`config.mk`:
```
export PLATFORM = sky130hd
export DESIGN_NAME = hazard_scoreboard
export DESIGN_NICKNAME = d
export VERILOG_FILES = /design/src/rtl/hazard_scoreboard_pkg.sv /design/src/rtl/hazard_scoreboard_md.sv /design/src/rtl/hazard_scoreboard.sv
export SDC_FILE = /design/constraint.sdc
export NUM_CORES = 1
export LEC_CHECK = 0
export CORE_MARGIN = 4
export CORE_UTILIZATION = 40
export CTS_CLUSTER_SIZE = 14
export DETAILED_ROUTE_END_ITERATION = 12
export GPL_TIMING_DRIVEN = 0
export PLACE_DENSITY = 0.66
export SLEW_MARGIN = 20
export SYNTH_ARGS = -nofsm -noshare
export SYNTH_HDL_FRONTEND = slang
export SYNTH_SLANG_ARGS = --single-unit
export TNS_END_PERCENT = 100
```
`constraint.sdc`:
```
create_clock -name clk -period 9.4 [get_ports clk]
set_clock_uncertainty 0.15 [all_clocks]
set_input_delay 0.94 -clock clk [delete_from_list [all_inputs] [get_ports clk]]
set_output_delay 0.94 -clock clk [all_outputs]
set_load 0.02 [all_outputs]
```
`src/rtl/hazard_scoreboard_pkg.sv`:
```
// Shared constants and helpers for the hazard scoreboard.
//   REG_ZERO           : hard-wired zero register index
//   NUM_REGS           : architectural register count
//   MD_CNT_W           : width of the multicycle countdown
//   MD_LATENCY_DEFAULT : default mult/div latency in cycles
package hazard_scoreboard_pkg;

  localparam logic [4:0]  REG_ZERO           = 5'd0;
  localparam int unsigned NUM_REGS           = 32;
  localparam int unsigned MD_CNT_W           = 4;
  localparam int unsigned MD_LATENCY_DEFAULT = 4;

  typedef logic [4:0] reg_idx_t;

  // Number of set bits in a register mask (0..32 fits in 6 bits).
  function automatic logic [5:0] popcount_regs(input logic [NUM_REGS-1:0] v);
    logic [5:0] n;
    n = '0;
    for (int i = 0; i < NUM_REGS; i++) begin
      n = n + 6'(v[i]);
    end
    return n;
  endfunction

endpackage

```
`src/rtl/hazard_scoreboard_md.sv`:
```
// Multicycle (mult/div) countdown.
//   clk, reset : clock and asynchronous active-high reset
//   load       : a multicycle op issues this cycle; reload the latency
//   busy       : counter is non-zero
//   done       : counter is at its last cycle (== 1)
module md_countdown
  import hazard_scoreboard_pkg::*;
#(
  parameter int unsigned MD_LATENCY = MD_LATENCY_DEFAULT
) (
  input  logic clk,
  input  logic reset,
  input  logic load,
  output logic busy,
  output logic done
);

  logic [MD_CNT_W-1:0] count_q;

  always_ff @(posedge clk or posedge reset) begin
    if (reset) begin
      count_q <= '0;
    end else if (load) begin
      // Load takes priority so a new op can issue in the done cycle.
      count_q <= MD_CNT_W'(MD_LATENCY);
    end else if (count_q != '0) begin
      count_q <= count_q - MD_CNT_W'(1);
    end
  end

  assign busy = (count_q != '0);
  assign done = (count_q == MD_CNT_W'(1));

endmodule

```
`src/rtl/hazard_scoreboard.sv`:
```
// Register scoreboard and ID-stage hazard detection.
// Tracks destinations of in-flight loads and mult/div ops (the results the
// forwarding network cannot supply) and stalls ID on RAW, WAW and
// mult/div structural hazards.
//   ID_*          : decoded ID-stage instruction fields
//   WB_reg_write/WB_reg_rd : writeback this cycle
//   flush         : squash the ID instruction
//   stall, issue  : combinational pipeline control
//   md_busy/md_done : mult/div unit status
//   pending_count : registered number of pending registers
module hazard_scoreboard
  import hazard_scoreboard_pkg::*;
#(
  parameter int unsigned MD_LATENCY = MD_LATENCY_DEFAULT
) (
  input  logic       clk,
  input  logic       reset,
  input  logic       ID_valid,
  input  logic [4:0] ID_reg_rs,
  input  logic [4:0] ID_reg_rt,
  input  logic       ID_uses_rs,
  input  logic       ID_uses_rt,
  input  logic       ID_reg_write,
  input  logic [4:0] ID_reg_rd,
  input  logic       ID_mem_read,
  input  logic       ID_multi,
  input  logic       WB_reg_write,
  input  logic [4:0] WB_reg_rd,
  input  logic       flush,
  output logic       stall,
  output logic       issue,
  output logic       md_busy,
  output logic       md_done,
  output logic [5:0] pending_count
);

  logic [NUM_REGS-1:0] pending_q, pending_d;
  logic [NUM_REGS-1:0] wb_vec, set_vec, eff_pending;
  logic                raw, waw, structural, set_pend;

  // Writeback lands in the first half-cycle, so a register being written
  // back this cycle is already readable by ID.
  always_comb begin
    wb_vec = '0;
    if (WB_reg_write && (WB_reg_rd != REG_ZERO)) wb_vec[WB_reg_rd] = 1'b1;
  end

  assign eff_pending = pending_q & ~wb_vec;

  assign raw = ID_valid && ((ID_uses_rs && eff_pending[ID_reg_rs]) ||
                            (ID_uses_rt && eff_pending[ID_reg_rt]));
  assign waw = ID_valid && ID_reg_write && (ID_reg_rd != REG_ZERO) &&
               eff_pending[ID_reg_rd];
  assign structural = ID_valid && ID_multi && md_busy && !md_done;

  assign stall = (raw || waw || structural) && !flush;
  assign issue = ID_valid && !stall && !flush;

  // Only loads and mult/div are tracked; ALU results are forwarded.
  assign set_pend = issue && ID_reg_write && (ID_mem_read || ID_multi) &&
                    (ID_reg_rd != REG_ZERO);

  always_comb begin
    set_vec = '0;
    if (set_pend) set_vec[ID_reg_rd] = 1'b1;
    // Clear first, then set, so a same-edge set wins.
    pending_d    = (pending_q & ~wb_vec) | set_vec;
    pending_d[0] = 1'b0;
  end

  always_ff @(posedge clk or posedge reset) begin
    if (reset) begin
      pending_q     <= '0;
      pending_count <= '0;
    end else begin
      pending_q     <= pending_d;
      pending_count <= popcount_regs(pending_d);
    end
  end

  md_countdown #(
    .MD_LATENCY(MD_LATENCY)
  ) u_md_countdown (
    .clk  (clk),
    .reset(reset),
    .load (issue && ID_multi),
    .busy (md_busy),
    .done (md_done)
  );

endmodule

```
* Word level (Yosys, flattened, before mapping)
Cells that the tools add are included.
** Cells by class
- Bitwise gates (word level) :: 3
- $lt $le $gt $ge :: 6
- Eq/ne operators :: 1
- Reduce and logical (&&, ||, !) cells :: 30
- Muxes and demuxes :: 14
- Add/subtract/negate cells :: 31
** Operators by type and width (count)
- $add A6 B1 Y6 :: 25
- $mux W32 :: 2
- $and A32 B32 Y32 :: 1
- $not A32 Y32 :: 1
- $or A32 B32 Y32 :: 1
- $lt A5 B6 Y1 const B :: 4
- $logic_and A1 B1 Y1 :: 19
- $bmux W1 S5 :: 3
- $demux W1 S5 :: 2
- $ge A5 B1 Y1 const B :: 2
- $reduce_bool A5 Y1 :: 2
- $mux W4 :: 2
- $add A5 B1 Y6 :: 1
- $add A4 B1 Y5 :: 1
- $mux W1 :: 5
- $add A3 B1 Y4 :: 1
- $eq A4 B1 Y1 const B :: 1
- $logic_or A1 B1 Y1 :: 4
- $reduce_bool A4 Y1 :: 1
- $sub A4 B1 Y4 const B :: 1
- $add A2 B1 Y3 :: 1
- $logic_not A1 Y1 :: 3
- $add A1 B1 Y2 :: 1
- $reduce_bool A2 Y1 :: 1
** Storage, ports and cells
- Logic and storage cells :: 88
- Output and inout bits :: 10
- Flip-flop bits (word level) :: 41

* Depth between registers and ports, before layout
- Word-level depth :: 53
- Depth in mapped cells :: 26
- Gate-level depth less buffers :: 25

* Cells and area by module
Synthesis repeated with hierarchy kept, for this count alone.
** Unflattened totals
- Cell total of the unflattened synthesis :: 436
- Area, all modules :: 3932.5 um2
** By module, submodules not included
- hazard_scoreboard :: instances 1, area each 3668.5 um2, sequential area each 925.9 um2, cells each 411
- md_countdown :: instances 1, area each 264.0 um2, sequential area each 100.1 um2, cells each 25

* Worst setup path after synthesis
OpenSTA, ideal clock, no wires.
- Path kind :: in2reg
- From :: input WB_reg_rd[0]
- To :: register pending_count[4]
- Path slack :: 1.744 ns
- Library setup time :: 0.080 ns
- Stages :: 25
- Arrival :: 7.426 ns
- Data required time :: 9.170 ns
- Cell sequence :: buf_2 -> or4b_1 -> o211ai_1 -> a21oi_1 -> o21a_1 -> nor4_4 -> o21ai_4 -> buf_4 -> o31a_1 -> fa_1 -> inv_1 -> fa_1 -> inv_1 -> fa_1 -> inv_1 -> fa_1 -> fa_1 -> fa_1 -> fa_1 -> inv_1 -> fa_1 -> inv_1 -> a21o_1 -> a21oi_1 -> xnor2_1
** On the way
- Longest elaborated chain between the ends :: 53
** Ends and longest elaborated chain
- from (decl) :: line hazard_scoreboard.sv:28 : input logic [4:0] WB_reg_rd,
- $lt A5 B6 Y1 (not written as such) or $ge A5 B1 Y1 (tied branches) :: line hazard_scoreboard.sv:45 : if (WB_reg_write && (WB_reg_rd != REG_ZERO)) wb_vec[WB_reg_rd] = 1'b1;
- $logic_and A1 B1 Y1 (not written as such) :: line hazard_scoreboard.sv:45
- $mux W1 (not written as such) :: line hazard_scoreboard.sv:45
- $demux W1 S5 :: line hazard_scoreboard.sv:45
- $mux W32 * :: line hazard_scoreboard.sv:45
- $not A32 Y32 * :: line hazard_scoreboard.sv:48, hazard_scoreboard.sv:67
- $and A32 B32 Y32 * :: line hazard_scoreboard.sv:48, hazard_scoreboard.sv:67
- $bmux W1 S5, on equally long branches :: line hazard_scoreboard.sv:50, hazard_scoreboard.sv:51
- (+14 left out)
- $or A32 B32 Y32 * :: line hazard_scoreboard.sv:67 : pending_d = (pending_q & ~wb_vec) | set_vec;
- $add A1 B1 Y2 :: line hazard_scoreboard_pkg.sv:20 : n = n + 6'(v[i]);
- $add A2 B1 Y3 :: line hazard_scoreboard_pkg.sv:20
- $add A3 B1 Y4 :: line hazard_scoreboard_pkg.sv:20
- $add A4 B1 Y5 :: line hazard_scoreboard_pkg.sv:20
- $add A5 B1 Y6 :: line hazard_scoreboard_pkg.sv:20
- $add A6 B1 Y6 (24 in series) :: line hazard_scoreboard_pkg.sv:20
- $add A6 B1 Y6 * :: line hazard_scoreboard_pkg.sv:20
- to (signal assigned) :: line hazard_scoreboard.sv:77 : pending_count <= popcount_regs(pending_d);
- to (decl) :: line hazard_scoreboard.sv:34 : output logic [5:0] pending_count
Mark *: on every way between the ends. The rest lies on a longest branch, timed or not. The select of a mux whose other input is x is not followed.
A chain may end at the register's enable or synchronous reset.

* Final worst setup path
- From :: input WB_reg_rd[2]
- To :: register pending_count[4]
** RTL lines
- $lt A5 B6 Y1 (not written as such) or $ge A5 B1 Y1 (tied branches) :: line hazard_scoreboard.sv:45
- $logic_and A1 B1 Y1 (not written as such) :: line hazard_scoreboard.sv:45
- $mux W1 (not written as such) :: line hazard_scoreboard.sv:45
- $demux W1 S5 :: line hazard_scoreboard.sv:45
- $mux W32 * :: line hazard_scoreboard.sv:45
- $not A32 Y32 * :: line hazard_scoreboard.sv:48, hazard_scoreboard.sv:67
- $and A32 B32 Y32 * :: line hazard_scoreboard.sv:48, hazard_scoreboard.sv:67
- $bmux W1 S5, on equally long branches :: line hazard_scoreboard.sv:50, hazard_scoreboard.sv:51
- (+6 left out)
- $logic_and A1 B1 Y1 :: line hazard_scoreboard.sv:56 : assign stall = (raw || waw || structural) && !flush;
- $logic_not A1 Y1 :: line hazard_scoreboard.sv:57 : assign issue = ID_valid && !stall && !flush;
- $logic_and A1 B1 Y1 (2 in series) :: line hazard_scoreboard.sv:57
- $logic_and A1 B1 Y1 (3 in series) :: line hazard_scoreboard.sv:60 : assign set_pend = issue && ID_reg_write && (ID_mem_read || ID_multi) &&
- $mux W32 :: line hazard_scoreboard.sv:65 : if (set_pend) set_vec[ID_reg_rd] = 1'b1;
- $or A32 B32 Y32 * :: line hazard_scoreboard.sv:67
- net pending_d[10] :: line hazard_scoreboard.sv:37 : logic [NUM_REGS-1:0] pending_q, pending_d;
- $add A6 B1 Y6 * (22 in series) :: line hazard_scoreboard_pkg.sv:20
The timed path passes the listed nets; every way through them passes the cells marked *. The select of a mux whose other input is x is not followed.

==> run summary <==
Fmax - 111 MHz
RSZ-0062 raised after global routing - false
Synth unique cells - 63
Core Region - 0.00973 sq mm
Setup-failing EPs final - 0
CP required - 9480 ps
Largest net degree at the start of global routing - 36
Max VDD drop - 0.0000797 V
# rows - 36
Crit path launch type - input pin
P&R area growth vs syn - 15.2%
Post-synth EDFFs - 0
Via count - 3957
Seq pwr share - 29.4%
Dpl hpwl - 11.5 mm
Switching Fraction - 43.8%
Top-count cell post-synth - dfrtp_1
Clk Latency, worst-skew pair - 310 ps
Worst Max-Slew Pin Slew - 1090 ps
Gate Count Post-Synth - 446
CTS root buf - clkbuf_8
Max Slew Vio Count - 0
Syn Nets - 508
Clock-pin slew on the worst setup and hold paths - 100 ps
Crit path DAT - 9060 ps
Slowest-stage cell, CP - or4b_1
Outcome - completed
Final ANT Viol Nets - 0
Filler cell count - 987
Synth area leaders - dfrtp_1, fa_1, o31ai_1
Buffers on Ports - 31
Vias per inst - 6.39
Number of global-route vias before repair - 3816
Async S/R FF share, synth - 100%
Drt initial violations - 601
Top cell by count, worst path - fa_1
Clock sinks - 41
Initial antenna violation count - 0
Warning count from the yosys run - 0
Diode count - 0
Netlist Area Pre-Place - 0.00398 sq mm
NetSw - 0.000333 W
CP max stage delay - 740 ps
Most used flip-flop cell after synthesis - dfrtp_1
TritonCTS clock tree - built
Overflow after GRT - 0
Setup CP Type - in2reg
Avg Synthesized Cell Area - 8.91 sq um
I/O pin count - 40
Chip width - 108 microns
Worst Setup End Kind - register
Power, Total - 0.000761 W
Synth top cells by count - dfrtp_1, inv_1, nand3_1, o31ai_1
CP Max Fanout - 10
Setup TNS - 0 ps
Combinational share of power - 54.3%
# DRC - 0
Fin crit share - 95.5%
Total Routed Length - 14.5 mm
Minimum clock period - 8980 ps
Hold Fails Final Rpt - 0
Internal power - 0.000427 W
Initial Util - 40.9%
# nets final - 547
Clock tree buffer depth - 2
Power per cell area - 166 mW/mm^2
Fraction of layout cells with a size suffix above 1 - 8.02%
Largest area contributor in the netlist - dfrtp_1
Leak - 1.84 nW
Synth Register Bits - 41
Worst slew margin - 27.1%
Die Y - 108 microns
GRT Overall Usage - 25.6%
Placer Congestion - 0.975
Hold Path Class - reg2reg
Drt first pass iters - 6
Clk pwr share - 16.3%
First-pass GRT wire length - 22.4 mm
CTS H-tree depth - 2
TritonCTS buffer count - 5
DR WL/cell - 23.4 microns
Seq/Total Area, Yosys - 25.8%
Maxcap violations - 0
Die ar. - 0.0116 sq mm
Yosys top cell area share - 25.8%
flip-flops by register name, summed over array words and instances, names as in the netlist:
| register | count |
|---|---|
| pending_q | 31 |
| pending_count | 6 |
| u_md_countdown.count_q | 4 |
stage by stage:
step | instances | hold WS (ps) | setup slack, ps | area, sq um | utilization [%]
2_1_floorplan | 446 | 331 | 1740 | 3980 | -
3_3_place_gp | 610 | 405 | 150 | 4450 | 45.8
3_5_place_dp | 611 | 390 | 72.1 | 4470 | 46.0
4_1_cts | 619 | 419 | 372 | 4570 | 46.9
5_1_grt | 619 | 453 | 7.70 | 4580 | 47.1
6_report | 619 | 433 | 423 | 4580 | 47.1
kinds of logic after synthesis:
kind of cell / synth area share (%)
XOR/XNOR: 1.10
AO/OA/AOI/OAI: 30.1
multiplexers: 4.25
flip-flops: 25.8
buffers and inverters: 6.89
adder cells (fa/ha/maj): 14.4
AND/OR/NAND/NOR: 17.4
placed cells by master, fill, tap and decap left out, types with 9 or more instances in the layout:
cell             synthesis  final
a21oi_1                 10     10
o21ai_0                 13     12
o2111ai_1               10     10
o21ai_1                 25     22
fa_1                    23     23
buf_2                    9      9
inv_1                   35     34
o31a_1                  15     15
nand2_1                 18     18
o211ai_1                25     25
mux2i_1                  9      9
o31ai_1                 28     28
nor2_1                  19     19
nand3_1                 28     28
clkdlybuf4s50_1          0     31
clkbuf_1                19     19
ha_1                     9      9
dfrtp_1                 41     41
final cells by class:
class / instances / area [sq um] / share of cell area [%]
clock inverters: 3 / 25.0 / 0.546
flip-flops and latches: 41 / 1030 / 22.4
repair buffers: 32 / 330 / 7.21
multi-input cells: 338 / 2690 / 58.7
well taps: 133 / 166 / 3.63
plain buffers: 31 / 139 / 3.03
clock buffers: 5 / 68.8 / 1.50
inverters: 36 / 135 / 2.95
power groups by stage:
stage | logic (W) | registers, W | clock network, W
after floorplan | 0.000283 | 0.000230 | 0
after global placement | 0.000404 | 0.000225 | 0
after detailed placement | 0.000410 | 0.000226 | 0
after CTS | 0.000412 | 0.000223 | 0.000126
after global routing | 0.000465 | 0.000227 | 0.000133
final | 0.000413 | 0.000223 | 0.000124
per-layer routing:
layer / vias to the layer above / global-route usage [%] / routed length [microns]
met5: - / 0 / 0
met4: 0 / 12.5 / 754
met3: 52 / 6.36 / 1400
met2: 240 / 36.8 / 6240
met1: 1880 / 35.7 / 6110
li1: 1785 / - / -
critical path: cells and delay by family:
| family | cells | cell delay (ps) |
|---|---|---|
| AO/OA/AOI/OAI | 7 | 1800 |
| XOR/XNOR | 1 | 140 |
| adder cells (fa/ha/maj) | 8 | 3800 |
| buffers and inverters | 7 | 1250 |
| AND/OR/NAND/NOR | 2 | 1140 |
worst paths after layout:
path                               start  depth (start not counted)  slack, ps               end
max                         WB_reg_rd[2]                         25        420  pending_count[4]
min                        pending_q[16]                          2        430     pending_q[16]
max reg2reg                pending_q[28]                         23       1940  pending_count[4]
min reg2reg                pending_q[16]                          2        430     pending_q[16]
max in group asynchronous          reset                          3       7970      pending_q[9]
min in group asynchronous          reset                          2        690  pending_count[0]
what timing repair did:
action | 4_1_cts | 5_1_grt
gates resized for setup | 0 | 5
setup buffers | 0 | 0
hold buffers | 0 | 0
endpoints found under the setup margin | 0 | 2
(Power assumes the default switching activity.)
